### src/rtl/multdiv_pkg.sv
// Shared definitions for the iterative multiply/divide sequencer.
//   - state_e    : sequencer state encoding
//   - LAST_ITER  : iteration count at which the final step is taken
//   - BOOTH_*    : Booth recoding of {lo[0], q_1}
package multdiv_pkg;

    localparam int DEF_WIDTH = 32;
    localparam int DEF_CNT_W = 6;

    typedef enum logic [1:0] {
        IDLE = 2'd0,
        MULT = 2'd1,
        DIV  = 2'd2,
        DONE = 2'd3
    } state_e;

    localparam logic [DEF_CNT_W-1:0] LAST_ITER = DEF_CNT_W'(DEF_WIDTH - 1);

    localparam logic [1:0] BOOTH_ADD = 2'b01;
    localparam logic [1:0] BOOTH_SUB = 2'b10;

endpackage

### src/rtl/multdiv_step.sv
// One iteration of the multiply/divide datapath (purely combinational).
// Ports:
//   is_div    : 1 = restoring-divide step, 0 = radix-2 Booth step
//   hi        : Booth partial product (sign in bit WIDTH) / partial remainder
//   lo        : multiplier being shifted out / quotient being shifted in
//   q_1       : Booth extra bit to the right of lo[0]
//   operand   : sign-extended multiplicand, or zero-extended |divisor|
//   hi_next, lo_next, q_1_next : register value after this step
module multdiv_step
    import multdiv_pkg::*;
#(
    parameter int WIDTH = 32
) (
    input  logic             is_div,
    input  logic [WIDTH:0]   hi,
    input  logic [WIDTH-1:0] lo,
    input  logic             q_1,
    input  logic [WIDTH:0]   operand,
    output logic [WIDTH:0]   hi_next,
    output logic [WIDTH-1:0] lo_next,
    output logic             q_1_next
);

    logic signed [WIDTH:0] booth_sum;
    logic [WIDTH:0]        rem_sh;
    logic [WIDTH-1:0]      quo_sh;
    logic [WIDTH+1:0]      trial;

    always_comb begin
        hi_next  = hi;
        lo_next  = lo;
        q_1_next = q_1;

        booth_sum = hi;
        case ({lo[0], q_1})
            BOOTH_ADD: booth_sum = hi + operand;
            BOOTH_SUB: booth_sum = hi - operand;
            default:   booth_sum = hi;
        endcase

        // Remainder can reach just under 2*|B| after the shift, so it needs
        // WIDTH+1 bits; the trial subtraction gets one more bit for its sign.
        rem_sh = {hi[WIDTH-1:0], lo[WIDTH-1]};
        quo_sh = {lo[WIDTH-2:0], 1'b0};
        trial  = {1'b0, rem_sh} - {1'b0, operand};

        if (is_div) begin
            q_1_next = 1'b0;
            if (!trial[WIDTH+1]) begin
                hi_next = trial[WIDTH:0];
                lo_next = {lo[WIDTH-2:0], 1'b1};
            end else begin
                hi_next = rem_sh;
                lo_next = quo_sh;
            end
        end else begin
            // Arithmetic right shift of {hi, lo, q_1}.
            hi_next  = {booth_sum[WIDTH], booth_sum[WIDTH:1]};
            lo_next  = {booth_sum[0], lo[WIDTH-1:1]};
            q_1_next = lo[0];
        end
    end

endmodule

### src/rtl/multdiv_sequencer.sv
// Iterative signed multiply / divide sequencer. One Booth or restoring-divide
// step per clock, WIDTH steps per operation, result presented with a
// one-cycle ready pulse. A new start in any state aborts the current op.
// Ports:
//   clock, reset      : rising-edge clock, synchronous active-high reset
//   data_operandA/B   : multiplicand/dividend, multiplier/divisor (signed)
//   ctrl_MULT/ctrl_DIV: single-cycle start pulses (MULT wins if both)
//   data_result       : low product word / quotient, held until next completion
//   data_exception    : overflow or divide-by-zero, held with data_result
//   data_resultRDY    : one-cycle completion pulse
//   busy              : high while iterating
module multdiv_sequencer
    import multdiv_pkg::*;
#(
    parameter int WIDTH = 32,
    parameter int CNT_W = 6
) (
    input  logic             clock,
    input  logic             reset,
    input  logic [WIDTH-1:0] data_operandA,
    input  logic [WIDTH-1:0] data_operandB,
    input  logic             ctrl_MULT,
    input  logic             ctrl_DIV,
    output logic [WIDTH-1:0] data_result,
    output logic             data_exception,
    output logic             data_resultRDY,
    output logic             busy
);

    localparam logic [CNT_W-1:0] LAST = CNT_W'(WIDTH - 1);

    state_e           state, state_next;
    logic [CNT_W-1:0] count;
    logic [WIDTH:0]   hi;
    logic [WIDTH-1:0] lo;
    logic             q_1;
    logic [WIDTH:0]   operand;
    logic             div_mode;
    logic             quo_neg;
    logic             div_ovf;
    logic             div_zero;
    logic             zero_wait;

    logic [WIDTH:0]   hi_step;
    logic [WIDTH-1:0] lo_step;
    logic             q_1_step;

    logic             start;
    logic             b_is_zero;
    logic [WIDTH-1:0] result_final;
    logic             exc_final;
    logic [WIDTH:0]   prod_top;

    function automatic logic [WIDTH-1:0] negate(input logic [WIDTH-1:0] v);
        return ~v + WIDTH'(1);
    endfunction

    function automatic logic [WIDTH-1:0] magnitude(input logic [WIDTH-1:0] v);
        return v[WIDTH-1] ? negate(v) : v;
    endfunction

    assign start     = ctrl_MULT | ctrl_DIV;
    assign b_is_zero = (data_operandB == '0);
    assign busy      = (state == MULT) || (state == DIV);

    multdiv_step #(
        .WIDTH(WIDTH)
    ) u_step (
        .is_div  (div_mode),
        .hi      (hi),
        .lo      (lo),
        .q_1     (q_1),
        .operand (operand),
        .hi_next (hi_step),
        .lo_next (lo_step),
        .q_1_next(q_1_step)
    );

    always_comb begin
        state_next = state;
        if (start) begin
            if (ctrl_MULT)      state_next = MULT;
            else if (b_is_zero) state_next = DONE;
            else                state_next = DIV;
        end else begin
            case (state)
                MULT, DIV: if (count == LAST) state_next = DONE;
                // Divide-by-zero lingers one extra cycle here so its ready
                // pulse still lands a fixed two cycles after the start.
                DONE:      if (!zero_wait) state_next = IDLE;
                default:   state_next = IDLE;
            endcase
        end
    end

    // Product bits [2*WIDTH-1:WIDTH-1] must all match for the low word to be
    // the exact signed product.
    always_comb begin
        prod_top     = {hi[WIDTH-1:0], lo[WIDTH-1]};
        result_final = lo;
        exc_final    = 1'b0;
        if (div_mode) begin
            if (div_zero) begin
                result_final = '0;
                exc_final    = 1'b1;
            end else begin
                result_final = quo_neg ? negate(lo) : lo;
                exc_final    = div_ovf;
            end
        end else begin
            exc_final = !((&prod_top) || !(|prod_top));
        end
    end

    always_ff @(posedge clock) begin
        if (reset) begin
            state          <= IDLE;
            count          <= '0;
            hi             <= '0;
            lo             <= '0;
            q_1            <= 1'b0;
            operand        <= '0;
            div_mode       <= 1'b0;
            quo_neg        <= 1'b0;
            div_ovf        <= 1'b0;
            div_zero       <= 1'b0;
            zero_wait      <= 1'b0;
            data_result    <= '0;
            data_exception <= 1'b0;
            data_resultRDY <= 1'b0;
        end else begin
            state          <= state_next;
            data_resultRDY <= 1'b0;
            if (start) begin
                count <= '0;
                hi    <= '0;
                q_1   <= 1'b0;
                if (ctrl_MULT) begin
                    lo        <= data_operandB;
                    operand   <= {data_operandA[WIDTH-1], data_operandA};
                    div_mode  <= 1'b0;
                    quo_neg   <= 1'b0;
                    div_ovf   <= 1'b0;
                    div_zero  <= 1'b0;
                    zero_wait <= 1'b0;
                end else begin
                    lo        <= magnitude(data_operandA);
                    operand   <= {1'b0, magnitude(data_operandB)};
                    div_mode  <= 1'b1;
                    quo_neg   <= data_operandA[WIDTH-1] ^ data_operandB[WIDTH-1];
                    div_ovf   <= (data_operandA == {1'b1, {(WIDTH-1){1'b0}}}) &&
                                 (&data_operandB);
                    div_zero  <= b_is_zero;
                    zero_wait <= b_is_zero;
                end
            end else begin
                case (state)
                    MULT, DIV: begin
                        hi    <= hi_step;
                        lo    <= lo_step;
                        q_1   <= q_1_step;
                        count <= count + CNT_W'(1);
                    end
                    DONE: begin
                        if (zero_wait) begin
                            zero_wait <= 1'b0;
                        end else begin
                            data_result    <= result_final;
                            data_exception <= exc_final;
                            data_resultRDY <= 1'b1;
                        end
                    end
                    default: ;
                endcase
            end
        end
    end

endmodule
### config.mk
export PLATFORM = sky130hd
export DESIGN_NAME = multdiv_sequencer
export DESIGN_NICKNAME = d
export VERILOG_FILES = /design/src/rtl/multdiv_pkg.sv /design/src/rtl/multdiv_step.sv /design/src/rtl/multdiv_sequencer.sv
export SDC_FILE = /design/constraint.sdc
export NUM_CORES = 1
export LEC_CHECK = 0
export BUFFER_PORTS_ARGS = -buffer_cell sky130_fd_sc_hd__buf_4
export CAP_MARGIN = 5
export CORE_MARGIN = 5
export CORE_UTILIZATION = 47
export DETAILED_ROUTE_END_ITERATION = 8
export PLACE_DENSITY_LB_ADDON = 0.2
export SYNTH_ARGS = -nofsm -noshare
export SYNTH_HDL_FRONTEND = slang
export SYNTH_SLANG_ARGS = --single-unit
### constraint.sdc
create_clock -name clock -period 3.88 [get_ports clock]
set_clock_uncertainty 0.1 [all_clocks]
set_input_delay 0.194 -clock clock [delete_from_list [all_inputs] [get_ports clock]]
set_output_delay 0.194 -clock clock [all_outputs]
set_load 0.02 [all_outputs]
After elaboration in Yosys (flattened, before gate mapping)
Index checks and enable logic that the tools add are counted.
{"block": "word_totals", "reg_bits": 146, "inputBits": 68, "wordCells": 84, "output_inout_bits": 35}
{"block": "classes", "eq_ne": 9, "n_bitwise": 8, "reduce_logical": 16, "muxes": 30, "addsub": 7}
{"cell": "$mux 32", "n": 9}
{"cell": "$mux 33", "n": 3}
{"cell": "$add 32x1->32 const B", "n": 3}
{"cell": "$not 32->32", "n": 3}
{"cell": "$pmux 33 s2", "n": 1}
{"cell": "$sub 33x33->34", "n": 1}
{"cell": "$add 33x33->33", "n": 1}
{"cell": "$reduce_and 33->1", "n": 1}
{"cell": "$reduce_or 33->1", "n": 1}
{"cell": "$sub 33x33->33", "n": 1}
{"cell": "$eq 32x32->1 const B", "n": 1}
{"cell": "$logic_not 32->1", "n": 1}
{"cell": "$reduce_and 32->1", "n": 1}
{"cell": "$mux 1", "n": 12}
{"cell": "$mux 2", "n": 4}
{"cell": "$add 6x1->6 const B", "n": 1}
{"cell": "$eq 2x2->1 const B", "n": 3}
{"cell": "$eq 6x5->1 const B", "n": 1}
{"cell": "$ne 3x3->1 const B", "n": 2}
{"cell": "$eq 2x1->1 const B", "n": 2}
{"cell": "$pmux 2 s2", "n": 1}
{"cell": "$reduce_bool 2->1", "n": 2}
{"cell": "$reduce_or 2->1", "n": 2}
{"cell": "$not 1->1", "n": 3}
{"cell": "8 further kinds", "n": 10}

Longest topological paths before layout
Gate-level depths: netlist (run 1).
{"block": "logic_depth", "depth_word": 5, "ltp_mapped": 19, "depth_no_buf": 19}

By module
Synthesis (run 1) repeated with hierarchy kept, for this count alone.
{"block": "unflattened", "hier_cells": 1921, "area_unflattened_um2": 14342.5}
{"module": "multdiv_sequencer", "area_each_um2": 8338.0, "cells_each": 1009, "instances": 1, "seq_area_each_um2": 2922.8}
{"module": "multdiv_step", "area_each_um2": 6004.5, "cells_each": 912, "instances": 1, "seq_area_each_um2": 0.0}

Least setup slack after synthesis (run 1)
Ideal clock, no wire load.
{"block": "synth_timing", "kind": "register to register", "startpoint": "register operand[2]", "endpoint": "register hi[31]", "setup_ns": 0.131, "t_required_ns": 3.649, "setup_slack_ns": -0.267, "t_arrival_ns": 3.917, "path_stages_with_launch": 18, "path_buffers": 1, "period_less_slack_ns": 4.147, "cell_sequence": "dfxtp_1 or3_1 nor2_1 nor4b_1 and3_1 a31oi_1 xnor2_1 ha_1 clkbuf_1 or2_2 a31o_2 a211oi_1 o31ai_1 a211oi_1 xnor2_1 nor3b_1 o31ai_1 a211oi_1"}
{"block": "synth_via", "elab_chain_cells": 3, "elab_cells_between_ends": 6, "cone_classes": "3 x add/sub; 3 x mux"}
{"element": "start: declaration", "line_no": "multdiv_sequencer.sv:37", "rtl": "logic [WIDTH:0] operand;"}
{"element": "start signal: assignment", "line_no": "multdiv_sequencer.sv:140", "rtl": "operand <= {data_operandA[WIDTH-1], data_operandA};"}
{"element": "start signal: assignment", "line_no": "multdiv_sequencer.sv:148", "rtl": "operand <= {1'b0, magnitude(data_operandB)};"}
{"element": "$sub 33x33->33 (tied with other cells)", "line_no": "multdiv_step.sv:37", "rtl": "BOOTH_SUB: booth_sum = hi - operand;"}
{"element": "$pmux 33 s2 / $mux 33 (equally long branches)", "line_no": "multdiv_step.sv:35, multdiv_step.sv:49"}
{"element": "$mux 33 (*)", "line_no": "multdiv_step.sv:47", "rtl": "if (is_div) begin"}
{"element": "end signal: assignment", "line_no": "multdiv_sequencer.sv:159", "rtl": "hi <= hi_step;"}
{"element": "end: declaration", "line_no": "multdiv_sequencer.sv:34", "rtl": "logic [WIDTH:0] hi;"}
Mark *: on every way between the ends. The rest lies on a longest branch, timed or not.
A chain may end at the register's enable or synchronous reset.

Worst setup path in the final report (run 1)
{"block": "layout_timing", "startpoint": "register operand[9]", "endpoint": "register hi[25]"}
The elaborated chain is that of the path after synthesis.

==> impl_metrics.yaml, run 1 <==
sta:
  finalCritPeriodShare: 1.02
  finalSetupViolCount: 7
  hold_ws_ns: -0.000174
  rsz0062_at_grt: "yes"
  relSlewSlack: 0.396
  period_minus_slack_ns: 3.98
  fmax_mhz: 251
  tns_ns: -0.377
  hold_viol_final: 1
  fin_ws_ns: -0.0964
  worstMarginPinSlew_ns: 0.906
  drv_slew: 0
logic_synthesis:
  synth_ff_type: "dfxtp_1"
  synth.distinct_cells: 81
  avgSynthCellArea_sq_um: 7.05
  yosysTopAreaCell: "dfxtp_1"
  synth_top_area_frac: 0.210
  yosysSeqAreaShare: 0.210
  ys_top_cells_by_area: "dfxtp_1 21%, a21oi_1 7.3%, nor2_1 7.2%, ha_1 6.6%, xnor2_1 5.2%"
  synth_compound_area_frac: 0.302
  synthSimpleGateAreaFrac: 0.242
  syn-num-nets: 2118
  synth_cells: 1975
  synthAdderAreaFrac: 0.0684
  synth_xor_xnor_area_share: 0.0912
  syn-cell-area_sq_mm: 0.0139
  synth_top_family_by_area: "compound AO/OA/AOI/OAI gates"
  async_reset_ff_frac: 0
  synthMuxAreaShare: 0.0295
  ys_top_cells_by_count: "267 x nor2_1, 204 x a21oi_1, 155 x nand2_1"
  yosys_warnings: 0
  synth-seq-cells: 146
  post-synth-top-count-cell: "nor2_1"
  synth-edff-count: 0
finish:
  fillers: 2845
  fin_util: 0.582
  finalNetCount: 2292
  regArea_sq_mm: 0.00293
  fin_area_sq_mm: 0.0171
  final_cells: 2554
  multiInputGateArea_sq_mm: 0.0105
  drive_above_1_share: 0.158
  syn_to_final_growth_pct: 23.1
detailed_routing:
  finalWirelength_mm: 52.5
  vias: 16000
  wl_met3_mm: 3.85
  viasPerCell: 6.28
  top_layer: "met5"
  drc: 0
  wl_met2_mm: 23.5
  initialDrtViolationCount: 1895
  drt-pass1-iter-count: 8
  wl_met1_mm: 22.7
  post_drt_wl_per_cell_um: 20.5
  drtAntennaViolNets: 0
place:
  io_buffers: 102
  finalWeightedCongestion: 1.03
  dp_worst_setup_slack_ns: -0.244
  postPlaceCellArea_sq_mm: 0.0158
  dp_hpwl_mm: 39.5
  place_inst: 2459
power:
  p_int_mw: 3.28
  finalPower_mw: 5.19
  clkPwrFrac: 0.310
  pwr-share-seq: 0.320
  switchingPower_mw: 1.92
  combPwrFrac: 0.370
  p_per_area_mw_per_mm2: 303
  p_leak_nw: 6.89
  irDropWorstVdd_mv: 0.187
  swShare: 0.369
cts:
  clockBufferDepth: 2
  cts_tree: "yes"
  cts_root_buffer: "clkbuf_16"
  cts.sinks: 146
  cts_max_level: 4
  path_clk_slew_ns: 0.07
  numCtsBuffers: 17
  clk_latency_ns: 0.44
worst_setup_path:
  ff2ff_setup_slack_ns: -0.1
  worst-path-max-fanout: 4
  critPathArrivalTime_ns: 4.19
  end_kind: "flop"
  start_kind: "flop"
  crit_required_ns: 4.10
  worstSetupPathType: "reg2reg"
outcome:
  violations: "negative hold slack, negative setup slack"
  outcome: "finished, violations left"
die:
  core_sq_mm: 0.0295
  die_area_sq_mm: 0.0332
  die_y_um: 182
  rows: 63
  io_pins: 103
  start_util: 0.473
  die_w_um: 182
job:
  maxCapViolations: 0
grt:
  grt_usage: 0.304
  grt_pass1_vias: 14900
  grt_pass1_wl_mm: 82.1
  antenna_found_initial: 3
  grt-ovfl-total: 0
  grt_max_degree: 101
min_path:
  hold_path_class: "in2reg"
==> timing repair <==
item                                    4_1_cts  5_1_grt
hold buffers                                 53        0
hold endpoints to repair                     54        0
endpoints found under the setup margin       11       17
gates resized for setup                      21       38
setup buffers                                 2        6
pin swaps                                    10       28
==> power by group through the flow <==
stage | Sequential, mW | Combinational (mW) | Clock [mW]
final | 1.66 | 1.92 | 1.61
after global routing | 1.67 | 2.09 | 1.69
after CTS | 1.66 | 1.86 | 1.62
after detailed placement | 1.69 | 1.80 | 0
after global placement | 1.69 | 1.78 | 0
after floorplan | 1.67 | 1.18 | 0
==> critical path, stage by stage (launching register included) <==
cell	delay, ns
dfxtp_2	0.32
or4_4	0.56
nor2_1	0.17
and3_4	0.24
buf_4	0.12
a41oi_1	0.14
xnor2_1	0.16
ha_1	0.29
and3_1	0.22
buf_4	0.13
nand2_1	0.08
nor2_2	0.17
a31o_4	0.22
a31oi_1	0.09
buf_4	0.16
or3_1	0.33
a211oi_1	0.21
or3_1	0.13
a21oi_1	0.04
==> registers in the layout (all words and copies together) (netlist names), 2 cells and up <==
register,cells
operand,33
data_result,32
lo,32
state,2
count,6
hi,33
==> worst paths after layout <==
path                          start         endpoint  cells past startpoint
setup / recovery         operand[9]           hi[25]                     18
setup reg to reg         operand[9]           hi[25]                     18
hold / removal    data_operandA[25]      operand[25]                      3
hold reg to reg     data_result[13]  data_result[13]                      2
==> layout by cell type (no fill, tap or decap), types with 23 or more instances in the layout <==
| cell type | count |
|---|---|
| nand3_1 | 28 |
| o31ai_1 | 26 |
| nor3_1 | 53 |
| nor2_1 | 262 |
| a21oi_1 | 196 |
| dfxtp_1 | 144 |
| o21ai_0 | 109 |
| nor4_1 | 23 |
| a31oi_1 | 29 |
| ha_1 | 71 |
| mux2i_1 | 40 |
| inv_1 | 69 |
| nand4_1 | 35 |
| o211ai_1 | 27 |
| a211oi_1 | 73 |
| buf_4 | 237 |
| xnor2_1 | 80 |
| dlygate4sd3_1 | 53 |
| xor2_1 | 63 |
| nand2_1 | 155 |
==> cell families after synthesis <==
group,after synthesis
AND/OR/NAND/NOR,707
flip-flops,146
AO/OA/AOI/OAI,650
adder cells (fa/ha/maj),75
XOR/XNOR,145
buffers and inverters,211
multiplexers,41
==> layer usage <==
metal  vias to the layer above  GRT usage
met5                         -          0
met4                         2      0.133
met3                       160     0.0391
met2                       727      0.483
met1                      7523      0.415
li1                       7621          -
==> cell type report <==
cell class,instances,share of cell area
antenna,3,0.000438
clock buffer,21,0.0287
clock inverter,10,0.00409
inverter,70,0.0153
multi-input combinational,1618,0.612
sequential,146,0.171
tap,390,0.0285
timing repair buffer,296,0.141
Note: power is estimated with default switching activity, not from simulation.
==> run 2, diff against run 1 <==
- ABC_AREA: default -> 1
==> run 2 against run 1 <==
Effect of this change: the run now ends clean; routed wire length is 20% higher; non-clock buffer count fell by 122; synthesized cell count is 25% higher; sequential power about the same; area after synthesis increased by 5.3%; sequential share of layout area increased by 0.39 points; flip-flop and latch count is the same; largest power group unchanged; highest routed layer unchanged.
==> impl_metrics.yaml, run 2 <==
cts:
  clockBufferDepth: 2
  cts_tree: "yes"
  cts_max_level: 4
  cts_root_buffer: "clkbuf_16"
  cts.sinks: 146
  path_clk_slew_ns: 0.07
  numCtsBuffers: 17
  clk_latency_ns: 0.45
logic_synthesis:
  ys_top_cells_by_count: "529 x nand2_1, 284 x inv_1, 275 x a21oi_1"
  synth_top_area_frac: 0.199
  avgSynthCellArea_sq_um: 5.93
  synth-edff-count: 0
  synth_cells: 2471
  syn-num-nets: 2614
  synth-seq-cells: 146
  post-synth-top-count-cell: "nand2_1"
  yosysTopAreaCell: "dfxtp_1"
  synth_ff_type: "dfxtp_1"
  yosysSeqAreaShare: 0.199
  async_reset_ff_frac: 0
  ys_top_cells_by_area: "dfxtp_1 20%, nand2_1 14%, a21oi_1 9.4%, inv_1 7.3%, o21ai_0 6.8%"
  syn-cell-area_sq_mm: 0.0147
  yosys_warnings: 0
  synth.distinct_cells: 56
worst_setup_path:
  start_kind: "flop"
  r2r-end: "hi[25]"
  crit_required_ns: 4.12
  ff2ff_setup_slack_ns: 0.22
  worstSetupPathType: "reg2reg"
  worst-path-max-fanout: 8
  r2r_cells: 17
  reg2reg_from: "q_1"
  critPathArrivalTime_ns: 3.90
  end_kind: "flop"
die:
  start_util: 0.478
  rows: 64
  io_pins: 103
  die_area_sq_mm: 0.0348
  die_y_um: 187
  die_w_um: 187
  core_sq_mm: 0.0307
power:
  p_leak_nw: 7.51
  finalPower_mw: 5.43
  irDropWorstVdd_mv: 0.335
  p_per_area_mw_per_mm2: 325
finish:
  layout_common_cells: "526 x nand2_1, 279 x inv_1, 272 x a21oi_1"
  syn_to_final_growth_pct: 14.2
  drive_above_1_share: 0.106
  reg.largest.list: "hi: 33 flops, operand: 33 flops"
  finalNetCount: 2708
  final_common_cell: "nand2_1"
  fin_area_sq_mm: 0.0167
  antenna_cells: 0
  final_cells: 2973
  fin_util: 0.546
job:
  maxCapViolations: 0
detailed_routing:
  post_drt_wl_per_cell_um: 21.1
  viasPerCell: 6.00
  drc: 0
  initialDrtViolationCount: 1700
  drt-pass1-iter-count: 6
  finalWirelength_mm: 62.8
  vias: 17800
  drtAntennaViolNets: 0
place:
  postPlaceCellArea_sq_mm: 0.0159
  io_buffers: 102
  place_inst: 2914
  finalWeightedCongestion: 1.05
  dp_worst_setup_slack_ns: 0.0779
  dp_hpwl_mm: 49.8
grt:
  grt_usage: 0.348
  grt_pass1_vias: 17200
  grt_max_degree: 70
  antenna_found_initial: 1
  grt-ovfl-total: 0
  grt_pass1_wl_mm: 97.1
sta:
  worstMarginPinSlew_ns: 1.21
  relSlewSlack: 0.193
  hold_ws_ns: 0.0203
  fin_ws_ns: 0.222
  fmax_mhz: 273
  finalCritPeriodShare: 0.943
  hold_viol_final: 0
  tns_ns: 0
  finalSetupViolCount: 0
  drv_slew: 0
  period_minus_slack_ns: 3.66
outcome:
  outcome: "completed"
min_path:
  min_from: "data_operandB[28]"
  hold_path_class: "in2reg"
  whs_endpoint: "lo[28]"
  hold-path-cell-count: 3
==> run 2: cell count changes after synthesis, sizes merged, moves of 25 or more <==
| cell | change |
|---|---|
| nand2 | +379 |
| inv | +228 |
| nand3 | +163 |
| o21ai | +125 |
| a211oi | -73 |
| a21oi | +73 |
| clkbuf | -60 |
| xnor2 | -59 |
| mux2i | -40 |
| o31ai | -26 |
| nor2 | -25 |
==> run 2: kinds of logic after synthesis <==
family          Yosys count  synth area share
xor+xnor                 79            0.0472
fa+ha+maj                75            0.0650
buf+inv                 398             0.106
compound gates          677             0.255
flops                   146             0.199
simple gates           1096             0.328
==> run 2: layout make-up <==
type,instances,area (sq um)
fillers,3204,13900
repair buffers,174,1380
clock buffers,19,433
inverters,299,1130
multi-input cells,1927,10300
clock inverters,12,96.3
well taps,396,495
flip-flops and latches,146,2920
==> run 2: how the worst max path moves through the flow <==
stage	from	to	slack, ns	depth (start not counted)
after floorplan	operand[1]	hi[31]	0.75	26
after global placement	operand[1]	hi[30]	0.11	22
after detailed placement	operand[1]	hi[30]	0.08	22
after CTS	operand[1]	hi[30]	0.06	22
after global routing	operand[1]	hi[31]	-0.01	23
final	q_1	hi[25]	0.22	17
==> run 2: routing by layer <==
metal | up-vias | track usage | share of wire
met2 | 859 | 0.579 | 0.47
met5 | - | 0 | 0.00011
met4 | 2 | 0.199 | 0.064
met3 | 191 | 0.0633 | 0.080
met1 | 8242 | 0.423 | 0.39
li1 | 8555 | - | -
==> run 2: critical path, cell delays in order, from the launching register on <==
cell and delay [ns]:
dfxtp_1 0.30, inv_1 0.08, ha_1 0.25, clkinvlp_4 0.26, buf_4 0.22, nand2_1 0.08
xor2_1 0.17, inv_1 0.06, ha_1 0.45, or2_0 0.19, and2_1 0.20, a21oi_2 0.11
o21bai_1 0.47, nand2_1 0.14, nand3_1 0.10, nand3_1 0.11, a21oi_1 0.16, a21oi_1 0.07
==> run 2: repair_timing <==
item	in CTS	in global routing
buffers inserted	0	4
hold buffers	24	0
resized for setup	0	32
endpoints found under the hold margin	30	0
endpoints found under the setup margin	0	19
==> run 2: power by group <==
part / total [mW] / switching [mW] / internal (mW)
registers: 1.68 / 0.103 / 1.57
logic: 2.18 / 1.48 / 0.705
clock network: 1.58 / 0.752 / 0.825
